`src/rtl/program_loader.sv`:
```
// Boot loader: packs a big-endian byte stream into 32-bit words, writes them to
// instruction memory from address 0, and holds the processor until the image is complete.
module program_loader #(
   parameter int unsigned ADDR_W  = 8,
   parameter int unsigned TIMEOUT = 1024
) (
   input  logic              clk,
   input  logic              clr,
   input  logic              start,
   input  logic [7:0]        byte_in,
   input  logic              byte_valid,
   output logic              byte_ready,
   output logic [ADDR_W-1:0] mem_addr,
   output logic [31:0]       mem_data,
   output logic              mem_wen,
   output logic              cpu_hold,
   output logic              done,
   output logic              error
);

   localparam int unsigned TW = $clog2(TIMEOUT + 1);
   localparam logic [ADDR_W:0] FULL_IMAGE = {1'b1, {ADDR_W{1'b0}}};

   typedef enum logic [2:0] {
      S_IDLE,
      S_COUNT,
      S_BYTES,
      S_WRITE,
      S_DONE,
      S_ERROR
   } state_t;

   state_t          state, state_nx;
   logic [TW-1:0]   idle_cnt;
   logic [1:0]      idx;
   logic [ADDR_W:0] remaining;
   logic            loading, accept, timed_out, last_byte, last_word;

   // accept is derived from state rather than byte_ready to keep the FSM block loop-free
   assign loading   = (state == S_COUNT) || (state == S_BYTES);
   assign accept    = byte_valid && loading;
   assign timed_out = !accept && (idle_cnt == TW'(TIMEOUT - 1));
   assign last_byte = (idx == 2'd3);
   assign last_word = (remaining == (ADDR_W+1)'(1));

   always_ff @(posedge clk or posedge clr) begin
      if (clr) state <= S_IDLE;
      else     state <= state_nx;
   end

   always_comb begin
      state_nx   = state;
      byte_ready = 1'b0;
      mem_wen    = 1'b0;
      cpu_hold   = 1'b1;
      done       = 1'b0;
      error      = 1'b0;
      case (state)
         S_IDLE: if (start) state_nx = S_COUNT;
         S_COUNT: begin
            byte_ready = 1'b1;
            if (accept)         state_nx = S_BYTES;
            else if (timed_out) state_nx = S_ERROR;
         end
         S_BYTES: begin
            byte_ready = 1'b1;
            if (accept && last_byte) state_nx = S_WRITE;
            else if (timed_out)      state_nx = S_ERROR;
         end
         S_WRITE: begin
            mem_wen  = 1'b1;
            state_nx = last_word ? S_DONE : S_BYTES;
         end
         S_DONE: begin
            cpu_hold = 1'b0;
            done     = 1'b1;
            if (start) state_nx = S_COUNT;
         end
         S_ERROR: begin
            error = 1'b1;
            if (start) state_nx = S_COUNT;
         end
         default: state_nx = S_IDLE;
      endcase
   end

   // A count byte of zero selects the full 2^ADDR_W-word image
   always_ff @(posedge clk or posedge clr) begin
      if (clr) begin
         mem_addr  <= '0;
         mem_data  <= '0;
         idx       <= '0;
         idle_cnt  <= '0;
         remaining <= '0;
      end else begin
         case (state)
            S_IDLE, S_DONE, S_ERROR: begin
               if (start) begin
                  mem_addr <= '0;
                  idx      <= '0;
                  idle_cnt <= '0;
               end
            end
            S_COUNT, S_BYTES: begin
               if (accept) begin
                  idle_cnt <= '0;
                  if (state == S_COUNT) begin
                     remaining <= (byte_in == 8'h00) ? FULL_IMAGE : (ADDR_W+1)'(byte_in);
                  end else begin
                     mem_data <= {mem_data[23:0], byte_in};
                     idx      <= idx + 2'd1;
                  end
               end else begin
                  idle_cnt <= idle_cnt + TW'(1);
               end
            end
            S_WRITE: begin
               remaining <= remaining - (ADDR_W+1)'(1);
               if (!last_word) mem_addr <= mem_addr + ADDR_W'(1);
            end
            default: ;
         endcase
      end
   end

endmodule
```
`config.mk`:
```
export PLATFORM = sky130hd
export DESIGN_NAME = program_loader
export DESIGN_NICKNAME = d
export VERILOG_FILES = /design/src/rtl/program_loader.sv
export SDC_FILE = /design/constraint.sdc
export NUM_CORES = 1
export LEC_CHECK = 0
export CAP_MARGIN = 40
export CORE_MARGIN = 2
export CORE_UTILIZATION = 56
export CTS_CLUSTER_DIAMETER = 60
export CTS_CLUSTER_SIZE = 14
export DETAILED_ROUTE_END_ITERATION = 8
export PLACE_DENSITY_LB_ADDON = 0.12
export SLEW_MARGIN = 5
export SYNTH_ARGS = -nofsm -noshare
export SYNTH_HDL_FRONTEND = slang
export SYNTH_SLANG_ARGS = --single-unit
```
`constraint.sdc`:
```
create_clock -name clk -period 3.6 [get_ports clk]
set_clock_uncertainty 0.05 [all_clocks]
set_input_delay 0.72 -clock clk [delete_from_list [all_inputs] [get_ports clk]]
set_output_delay 0.72 -clock clk [all_outputs]
set_load 0.02 [all_outputs]
```
==> metrics.txt <==
Leak Pwr approximately 0.0017 uW; die extent in y 79.98 um; Power Total about 3600 uW; Seq/Total Area, Yosys 0.5031; kind of critical path register to output pin; DR DRC count 0; Net Count, Synth 310; CP Launch Type register; largest net degree at the start of global routing 34; GRT Total Usage 0.2379; EDFF count, synth 0; IO buf count between 50 and 60; P per Cell Area between 800 and 900 mW/mm2; Slew Viols, Final 0; flop-to-flop setup slack between 1 and 1.5 ns; Max-Cap Viols 0; worst r2r path cells 5; flops & latches, synth 65; Final HPWL DP 4717 um; routed via count 2502; mean post-synth cell area 11.03 um2; max frequency 0.3353 GHz; final hold viol count 0; post-CTS sizing 0; Req. time, crit path approximately 2.8 ns; Vias per Instance about 5.9; fraction of layout cells with a size suffix above 1 0.1751; die area around 0.0064 mm2; post-CTS setup buffers 0; CP Cell Sequence nand3b_4 -> clkinv_4 -> clkdlybuf4s50_1; kind of end point of the critical path output pin; clk_lat worst skew ~0.35 ns; CTS Root Cell clkbuf_8; Primary FF master, synth dfrtp_1; crit path max-delay cell type dfrtp_1; unrepaired setup endpoints after global routing false; Starting Density 0.5836; GR Overflow Total 0; most frequent cells in the layout dfrtp_1 (65), clkdlybuf4s50_1 (56), mux2_2 (31); commonest non-fill, non-tap cell in the layout dfrtp_1; status finished, final reports clean; Unique masters post-synth 54; crit path time final 2.982 ns; die span in x 79.98 um; clock tree sinks 65; # IOs between 50 and 60; antenna cells 0; hold buffers post-CTS 0; crit path capture mem_wen; Storage cell area between 0.0015 and 0.002 mm2; Slew HR 0.5411; first-pass GRT wire length roughly 12000 um; antenna-violating nets left 0; Slew @ Worst Pin approximately 0.69 ns; final wirelength between 6000 and 7000 um; First-pass DRT Iterations 4; Worst path max stage delay slightly below 0.8 ns; initial DRC count around 190; Layout area overhead 25.08%; num rows 27; Setup violations, final 0; fin nets 366; Hold Path Class register to register; count of warnings emitted by yosys 0; Routed wire per std cell roughly 16 um; CTS tree built; Final TNS setup 0 ns; Post-Syn Instances just under 300; Max FO, Critical Path 20; initial antenna violation count 0; Mapped Area 0.003233 mm2; Clock transition at path regs 0.08 ns; reg2reg start state[1]; H-tree levels 3; vias in the first global route roughly 2400; CP Data Arrival Time approximately 2.2 ns; start point of the critical path state[1]; ys async rst share 1.000; Fillers between 400 and 500; Multi-input gate area 0.001473 mm2; Placer Congestion 0.8363; clock buffer depth 2; peak supply drop around 0.65 mV; worst flop-to-flop path endpoint mem_addr[7]; Core Area 0.005540 mm2; CTS Buf Count 9; Final period util 0.8284
-- synthesized netlist by cell type, types with 2 or more instances --
| cell | number | share of area |
|---|---|---|
| dfrtp_1 | 65 | 0.50 |
| mux2_2 | 31 | 0.11 |
| o21ai_0 | 23 | 0.036 |
| nor2_1 | 20 | 0.023 |
| nand2_1 | 14 | 0.016 |
| nand3_1 | 13 | 0.020 |
| a21oi_1 | 11 | 0.017 |
| inv_1 | 8 | 0.0093 |
| buf_4 | 6 | 0.014 |
| clkbuf_1 | 6 | 0.0070 |
| nor3_1 | 6 | 0.0093 |
| o31ai_1 | 6 | 0.014 |
| or3_1 | 6 | 0.012 |
| ha_1 | 5 | 0.019 |
| a21o_1 | 4 | 0.0093 |
| nand2b_1 | 4 | 0.0077 |
| nor3b_1 | 4 | 0.0093 |
| nor4_1 | 4 | 0.0077 |
| o211ai_1 | 4 | 0.0093 |
| and3_1 | 3 | 0.0058 |
| o21bai_1 | 3 | 0.0070 |
| a211oi_1 | 2 | 0.0046 |
| a221o_1 | 2 | 0.0062 |
| a22o_1 | 2 | 0.0054 |
| and4_1 | 2 | 0.0054 |
| buf_6 | 2 | 0.0070 |
| mux2i_1 | 2 | 0.0062 |
| nand3b_1 | 2 | 0.0046 |
| nand4_1 | 2 | 0.0039 |
| o21ai_1 | 2 | 0.0031 |
| o22a_1 | 2 | 0.0054 |
| o311ai_0 | 2 | 0.0054 |
| or2_1 | 2 | 0.0039 |
| or4_1 | 2 | 0.0046 |
| or4_4 | 2 | 0.0070 |
-- routing by layer --
| metal | global-route usage | vias up | routed length, um | part of all wire |
|---|---|---|---|---|
| met3 | 0.06787 | 7 | 368 | 0.054 |
| met4 | 0.07627 | 0 | 75 | 0.011 |
| met2 | 0.3900 | 71 | 3398 | 0.49 |
| li1 | - | 1200 | - | - |
| met5 | 0 | - | 0 | 0 |
| met1 | 0.3043 | 1224 | 3033 | 0.44 |
-- where the power goes --
| group | internal [uW] | switching [uW] |
|---|---|---|
| sequential | 1010 | 294 |
| combinational | 816 | 799 |
| clock | 396 | 314 |
-- how the worst min path moves through the flow --
stage,startpoint,end,slack (ns),depth (start not counted)
2_1_floorplan,idx[1],idx[1],0.42,2
3_3_place_gp,mem_data[25],mem_data[25],0.44,1
3_5_place_dp,mem_data[27],mem_data[27],0.45,1
4_1_cts,mem_data[30],mem_data[30],0.47,1
5_1_grt,mem_addr[6],mem_addr[6],0.48,1
6_report,mem_data[31],mem_data[31],0.46,1
-- per-stage QoR --
| stage | util | worst slack, ns | hold slack, ns | instances | instance area (um2) |
|---|---|---|---|---|---|
| 2_1_floorplan | - | 1.204 | 0.4203 | 293 | 3233 |
| 3_3_place_gp | 0.6893 | 1.005 | 0.4395 | 410 | 3819 |
| 3_5_place_dp | 0.6893 | 0.9777 | 0.4496 | 410 | 3819 |
| 4_1_cts | 0.7299 | 0.5988 | 0.4669 | 426 | 4044 |
| 5_1_grt | 0.7299 | 0.4653 | 0.4751 | 426 | 4044 |
| 6_report | 0.7299 | 0.6178 | 0.4631 | 426 | 4044 |
-- sequential cells by signal (all words and copies together), names as in the netlist --
name and flops:
remaining 9, state 3, idle_cnt 11, idx 2, mem_addr 8, mem_data 32
-- layout make-up --
| cell class | instances | share of cell area |
|---|---|---|
| clock buffers | 9 | 0.03063 |
| well taps | 72 | 0.02228 |
| clock inverters | 7 | 0.02506 |
| repair buffers | 60 | 0.1460 |
| flip-flops and latches | 65 | 0.4022 |
| inverters | 9 | 0.009592 |
| multi-input cells | 204 | 0.3642 |
-- critical path, delay by kind of cell (launching register included) --
family | cells | cell delay (ns)
flip-flops | 1 | 0.79
buffers and inverters | 2 | 0.76
AND/OR/NAND/NOR | 1 | 0.30
-- logic make-up (layout without fill, tap and decap cells) --
family,after synthesis,in the layout,synth area share
XOR/XNOR,2,2,0.007742
flip-flops,65,65,0.5031
AND/OR/NAND/NOR,92,92,0.1602
buffers and inverters,24,85,0.04141
AO/OA/AOI/OAI,71,71,0.1505
multiplexers,34,34,0.1176
adder cells (fa/ha/maj),5,5,0.01935
No activity file was read; power rests on OpenSTA's default activity.
